[config.mk]
export PLATFORM = sky130hd
export DESIGN_NAME = plab3_mem_secure_mem_guard
export DESIGN_NICKNAME = d
export VERILOG_FILES = /design/src/rtl/plab3_mem_secure_mem_guard.sv
export SDC_FILE = /design/constraint.sdc
export NUM_CORES = 1
export LEC_CHECK = 0
export ABC_AREA = 1
export CELL_PAD_IN_SITES_DETAIL_PLACEMENT = 1
export CELL_PAD_IN_SITES_GLOBAL_PLACEMENT = 1
export CORE_AREA = 3 3 251 253
export CTS_CLUSTER_SIZE = 8
export DETAILED_ROUTE_END_ITERATION = 16
export DIE_AREA = 0 0 254 256
export PLACE_DENSITY_LB_ADDON = 0.1
export RECOVER_POWER = 50
export SYNTH_ARGS = -nofsm -noshare
export SYNTH_HDL_FRONTEND = slang
export SYNTH_SLANG_ARGS = --single-unit
[constraint.sdc]
create_clock -name clk -period 1.5 [get_ports clk]
set_input_delay 0.3 -clock clk [delete_from_list [all_inputs] [get_ports clk]]
set_output_delay 0.3 -clock clk [all_outputs]
set_load 0.05 [all_outputs]
[src/rtl/plab3_mem_secure_mem_guard.sv]
// Security guard between the blocking L2 cache and main memory: forwards requests the
// requesting domain may make, and answers forbidden ones locally with zero data and insecure.
//
// state | meaning
// IDLE  | ready for a new L2 request
// CHECK | evaluate the latched request against the region/domain policy
// FWD   | present the latched request to memory
// WAIT  | wait for the memory response
// RESP  | return the latched memory response to L2
// DENY  | return a zero-data denial to L2 with insecure asserted
module plab3_mem_secure_mem_guard #(
   parameter int          p_opaque_nbits = 8,
   parameter int          abw            = 32,
   parameter int          clw            = 128,
   parameter logic [31:0] p_split_addr   = 32'h00010000,
   localparam int         lw             = $clog2(clw/8),
   localparam int         req_nbits      = 3 + p_opaque_nbits + abw + lw + clw,
   localparam int         resp_nbits     = 3 + p_opaque_nbits + lw + clw
) (
   input  logic                  clk,
   input  logic                  reset,
   input  logic                  domain,
   input  logic [req_nbits-1:0]  l2req_msg,
   input  logic                  l2req_val,
   output logic                  l2req_rdy,
   output logic [resp_nbits-1:0] l2resp_msg,
   output logic                  l2resp_val,
   input  logic                  l2resp_rdy,
   output logic                  insecure,
   output logic [req_nbits-1:0]  memreq_msg,
   output logic                  memreq_val,
   input  logic                  memreq_rdy,
   input  logic [resp_nbits-1:0] memresp_msg,
   input  logic                  memresp_val,
   output logic                  memresp_rdy,
   output logic [7:0]            deny_count
);

   typedef enum logic [2:0] {
      ST_IDLE,
      ST_CHECK,
      ST_FWD,
      ST_WAIT,
      ST_RESP,
      ST_DENY
   } state_t;

   state_t                  state_q, state_d;
   logic [req_nbits-1:0]    req_q, req_d;
   logic                    dom_q, dom_d;
   logic [resp_nbits-1:0]   resp_q, resp_d;
   logic [7:0]              deny_count_q, deny_count_d;

   logic [2:0]                req_type;
   logic [p_opaque_nbits-1:0] req_opaque;
   logic [abw-1:0]            req_addr;
   logic                      in_l_region;
   logic                      deny;

   assign req_type    = req_q[clw+lw+abw+p_opaque_nbits +: 3];
   assign req_opaque  = req_q[clw+lw+abw +: p_opaque_nbits];
   assign req_addr    = req_q[clw+lw +: abw];
   assign in_l_region = (req_addr < abw'(p_split_addr));

   // L domain may not touch H at all; H domain may read anywhere but never write down into L.
   assign deny = dom_q ? (in_l_region && (req_type != 3'd0)) : !in_l_region;

   always_ff @(posedge clk) begin
      if (reset) begin
         state_q      <= ST_IDLE;
         req_q        <= '0;
         dom_q        <= 1'b0;
         resp_q       <= '0;
         deny_count_q <= 8'd0;
      end else begin
         state_q      <= state_d;
         req_q        <= req_d;
         dom_q        <= dom_d;
         resp_q       <= resp_d;
         deny_count_q <= deny_count_d;
      end
   end

   always_comb begin
      state_d      = state_q;
      req_d        = req_q;
      dom_d        = dom_q;
      resp_d       = resp_q;
      deny_count_d = deny_count_q;
      l2req_rdy    = 1'b0;
      l2resp_val   = 1'b0;
      l2resp_msg   = '0;
      insecure     = 1'b0;
      memreq_val   = 1'b0;
      memresp_rdy  = 1'b0;

      case (state_q)
         ST_IDLE: begin
            l2req_rdy = 1'b1;
            if (l2req_val) begin
               req_d   = l2req_msg;
               dom_d   = domain;
               state_d = ST_CHECK;
            end
         end
         ST_CHECK: begin
            state_d = deny ? ST_DENY : ST_FWD;
         end
         ST_FWD: begin
            memreq_val = 1'b1;
            if (memreq_rdy) state_d = ST_WAIT;
         end
         ST_WAIT: begin
            memresp_rdy = 1'b1;
            if (memresp_val) begin
               resp_d  = memresp_msg;
               state_d = ST_RESP;
            end
         end
         ST_RESP: begin
            l2resp_val = 1'b1;
            l2resp_msg = resp_q;
            if (l2resp_rdy) state_d = ST_IDLE;
         end
         ST_DENY: begin
            l2resp_val = 1'b1;
            insecure   = 1'b1;
            l2resp_msg = {req_type, req_opaque, {lw{1'b0}}, {clw{1'b0}}};
            if (l2resp_rdy) begin
               if (deny_count_q != 8'hFF) deny_count_d = deny_count_q + 8'd1;
               state_d = ST_IDLE;
            end
         end
         default: state_d = ST_IDLE;
      endcase
   end

   assign memreq_msg = req_q;
   assign deny_count = deny_count_q;

endmodule

==> results.py <==
metrics = {
    "status": {
        "outcome": "finished, violations left",
        "violations": "negative setup slack",
    },
    "placement": {
        "gp_congestion": 0.805,
        "io_buffers": 655,
        "pre_cts_ws_ns": -0.285,
        "dp_hpwl_um": 50200,
    },
    "cells_and_area": {
        "fill_cells": 6667,
        "multi_input_area_mm2": 0.00620,
        "finalNetCount": 2742,
        "syn2layout_area_growth_pct": 115,
        "regArea_mm2": 0.00663,
        "drive_above_1_share_pct": 31.6,
    },
    "setup_path": {
        "rr_worst_depth": 12,
        "critPathLaunchType": "register",
        "r2r_end": "memreq_msg[10]",
        "path_delay_family": "buffers and inverters",
        "slowest_stage": "dfxtp_4",
        "max_stage_delay_ns": 0.35,
        "worstPathMaxFanout": 8,
        "cp.arrival_ns": 1.87,
        "crit_buf_inv": 3,
        "r2r_slack_ns": -0.47,
        "path_cells": "nor2_4 -> nand2_8 -> buf_4 -> buf_16 -> o22ai_4 -> buf_12",
        "critPathCaptureType": "output pin",
        "worstPathRequired_ns": 1.20,
        "critPathKind": "register to output pin",
        "worstReg2RegStart": "state_q[0]",
    },
    "die": {
        "start_util_pct": 20.8,
        "rows": 91,
        "die_w_um": 254,
        "pin_count": 656,
        "core_area_mm2": 0.0613,
        "dieHeight_um": 256,
        "fp.dieArea_mm2": 0.0650,
    },
    "power": {
        "ir_worst_vdd_uv": 992,
        "power_w": 0.0423,
        "p_per_area_mw_per_mm2": 1550,
        "leakagePower_nw": 9.90,
    },
    "logic_synthesis": {
        "yosysWarnings": 0,
        "syn_nets": 2010,
        "syn_inst": 1684,
        "synth.area.top_cells": "dfxtp_1, a21oi_1, nand3_1",
        "yosysMostFrequentCell": "dfxtp_1",
        "netlist.area_leader.share_pct": 51.9,
        "async_flop_share_pct": 0,
        "synth_common_cells": "dfxtp_1, a21oi_1, nand2_1",
        "avgSynthCellArea_um2": 7.56,
        "netlist_area_mm2": 0.0127,
        "synth-seq-cells": 330,
        "synth-main-ff-cell": "dfxtp_1",
        "yosys.cell_types.count": 20,
        "yosysTopAreaCell": "dfxtp_1",
        "yosysSeqAreaShare_pct": 51.9,
        "synth_edf_count": 0,
    },
    "clock_network": {
        "cts_sinks": 330,
        "clkSlewWorstSetupHoldPaths_ns": 0.05,
        "clock_latency_ns": 0.55,
        "cts_made_buffers": 47,
        "root_buffer": "clkbuf_16",
        "htreeDepth": 2,
        "tritoncts": "yes",
        "cts_buffer_depth": 3,
    },
    "sta": {
        "hold_viol_final": 0,
        "max_freq_ghz": 0.462,
        "setup_ws_ns": -0.665,
        "setup_violations": 477,
        "rsz0062_at_grt": "yes",
        "period_needed_ns": 2.17,
        "skew_ns": 0.00434,
        "fin_crit_sh_pct": 144,
        "tightest_slew_ns": 0.515,
        "slew_violations": 0,
        "max-slew-margin-rel_pct": 65.7,
    },
    "routing": {
        "drtAntennaViolNets": 0,
        "wl_met2_um": 35700,
        "num_vias": 14500,
        "drcViolationCount": 0,
        "dr.pass1.iters": 4,
        "met3_length_um": 7230,
        "highest_layer": "met5",
        "wl_met1_um": 26200,
        "initialDrtViolationCount": 531,
        "wl_per_cell_um": 21.9,
        "vias_per_cell": 4.52,
        "wl_um": 70600,
    },
    "worst_hold_path": {
        "whs_endpoint": "state_q[1]",
        "hold_start": "l2req_val",
        "min_path_cells": 5,
        "holdCritPathClass": "primary input to register",
    },
    "global_routing": {
        "grt_usage_pct": 20.3,
        "grt_max_degree": 94,
        "grt_pass1_wl_um": 100000,
        "first_global_vias": 15100,
        "grt-ovfl-total": 0,
        "antenna_found_initial": 17,
    },
    "run": {
        "max_cap_viol_count": 0,
    },
}
## stage by stage
stage	cells	hold slack, ns	area [um^2]	setup TNS (ns)	util (%)
3_3_place_gp	3083	0.438	25100	-40.47	40.9
5_1_grt	3214	0.304	27300	-227.02	44.6
3_5_place_dp	3083	0.447	25100	-50.35	40.9
2_1_floorplan	1684	0.430	13800	-20.68	-
6_report	3217	0.323	27300	-172.93	44.6
4_1_cts	3174	0.272	27300	-173.83	44.5
## flip-flops by register name, summed over array words and instances, names as in the netlist
signal and flops:
memreq_msg 175, deny_count 8, state_q 3, dom_q 1, resp_q 143
## layer usage
layer	vias up	track usage (%)
li1	6972	-
met2	435	36.2
met4	22	3.87
met5	-	0
met1	7025	22.2
met3	93	9.28
## cell type report
cell class	instances	share of cell area (%)
clock buffers	54	4.63
well taps	790	3.62
diodes	6	0.0550
multi-input cells	1042	22.7
inverters	169	2.33
repair buffers	826	42.4
flip-flops and latches	330	24.3
## how the worst max path moves through the flow
stage / startpoint / depth (start not counted) / slack [ns] / end
4_1_cts: state_q[0] / 6 / -0.71 / l2resp_msg[82]
3_5_place_dp: memresp_val / 5 / -0.29 / resp_q[33]
2_1_floorplan: state_q[2] / 4 / -0.42 / l2resp_msg[134]
6_report: state_q[0] / 6 / -0.67 / l2resp_msg[140]
5_1_grt: state_q[0] / 6 / -0.77 / l2resp_msg[14]
3_3_place_gp: memresp_val / 5 / -0.25 / resp_q[69]
## worst register-to-register path: cells and delay by family (launching register included)
| kind | cells | cell delay [ns] |
|---|---|---|
| simple gates | 3 | 0.36 |
| compound gates | 1 | 0.06 |
| flops | 1 | 0.35 |
| buf+inv | 8 | 1.08 |
## cell families after synthesis
kind of cell,count (synthesis),synth area share [%]
buf+inv,312,10.2
flops,330,51.9
compound gates,496,19.6
simple gates,541,17.9
xor+xnor,4,0.275
fa+ha+maj,1,0.0983
## placed cells by master (no fill, tap or decap), types with 7 or more instances in the layout
cell type,count
clkdlybuf4s50_1,322
dfxtp_1,320
a21oi_1,314
buf_12,300
nand2_1,182
nand3_1,168
inv_1,166
nor2_4,128
o21ai_1,100
clkbuf_4,79
buf_4,68
clkbuf_16,64
o21ai_0,54
nand2_2,20
nor2_1,19
buf_16,19
a21oi_2,15
buf_6,14
o22ai_4,10
nor2_2,7
## report_power, final
group	internal, W	switching [W]	total [W]
clock	0.00581	0.00392	0.00973
sequential	0.0102	0.000950	0.0111
combinational	0.00988	0.0116	0.0214
total	0.0259	0.0164	0.0423
## timing repair
item                       CTS  global route
hold endpoints to repair     1             0
gates cloned                15            18
hold buffers                 1             0
pin swaps                   21            14
buffers inserted            21            20
setup endpoints to repair  460           486
gates resized for setup     61           130
(Power assumes the default switching activity.)
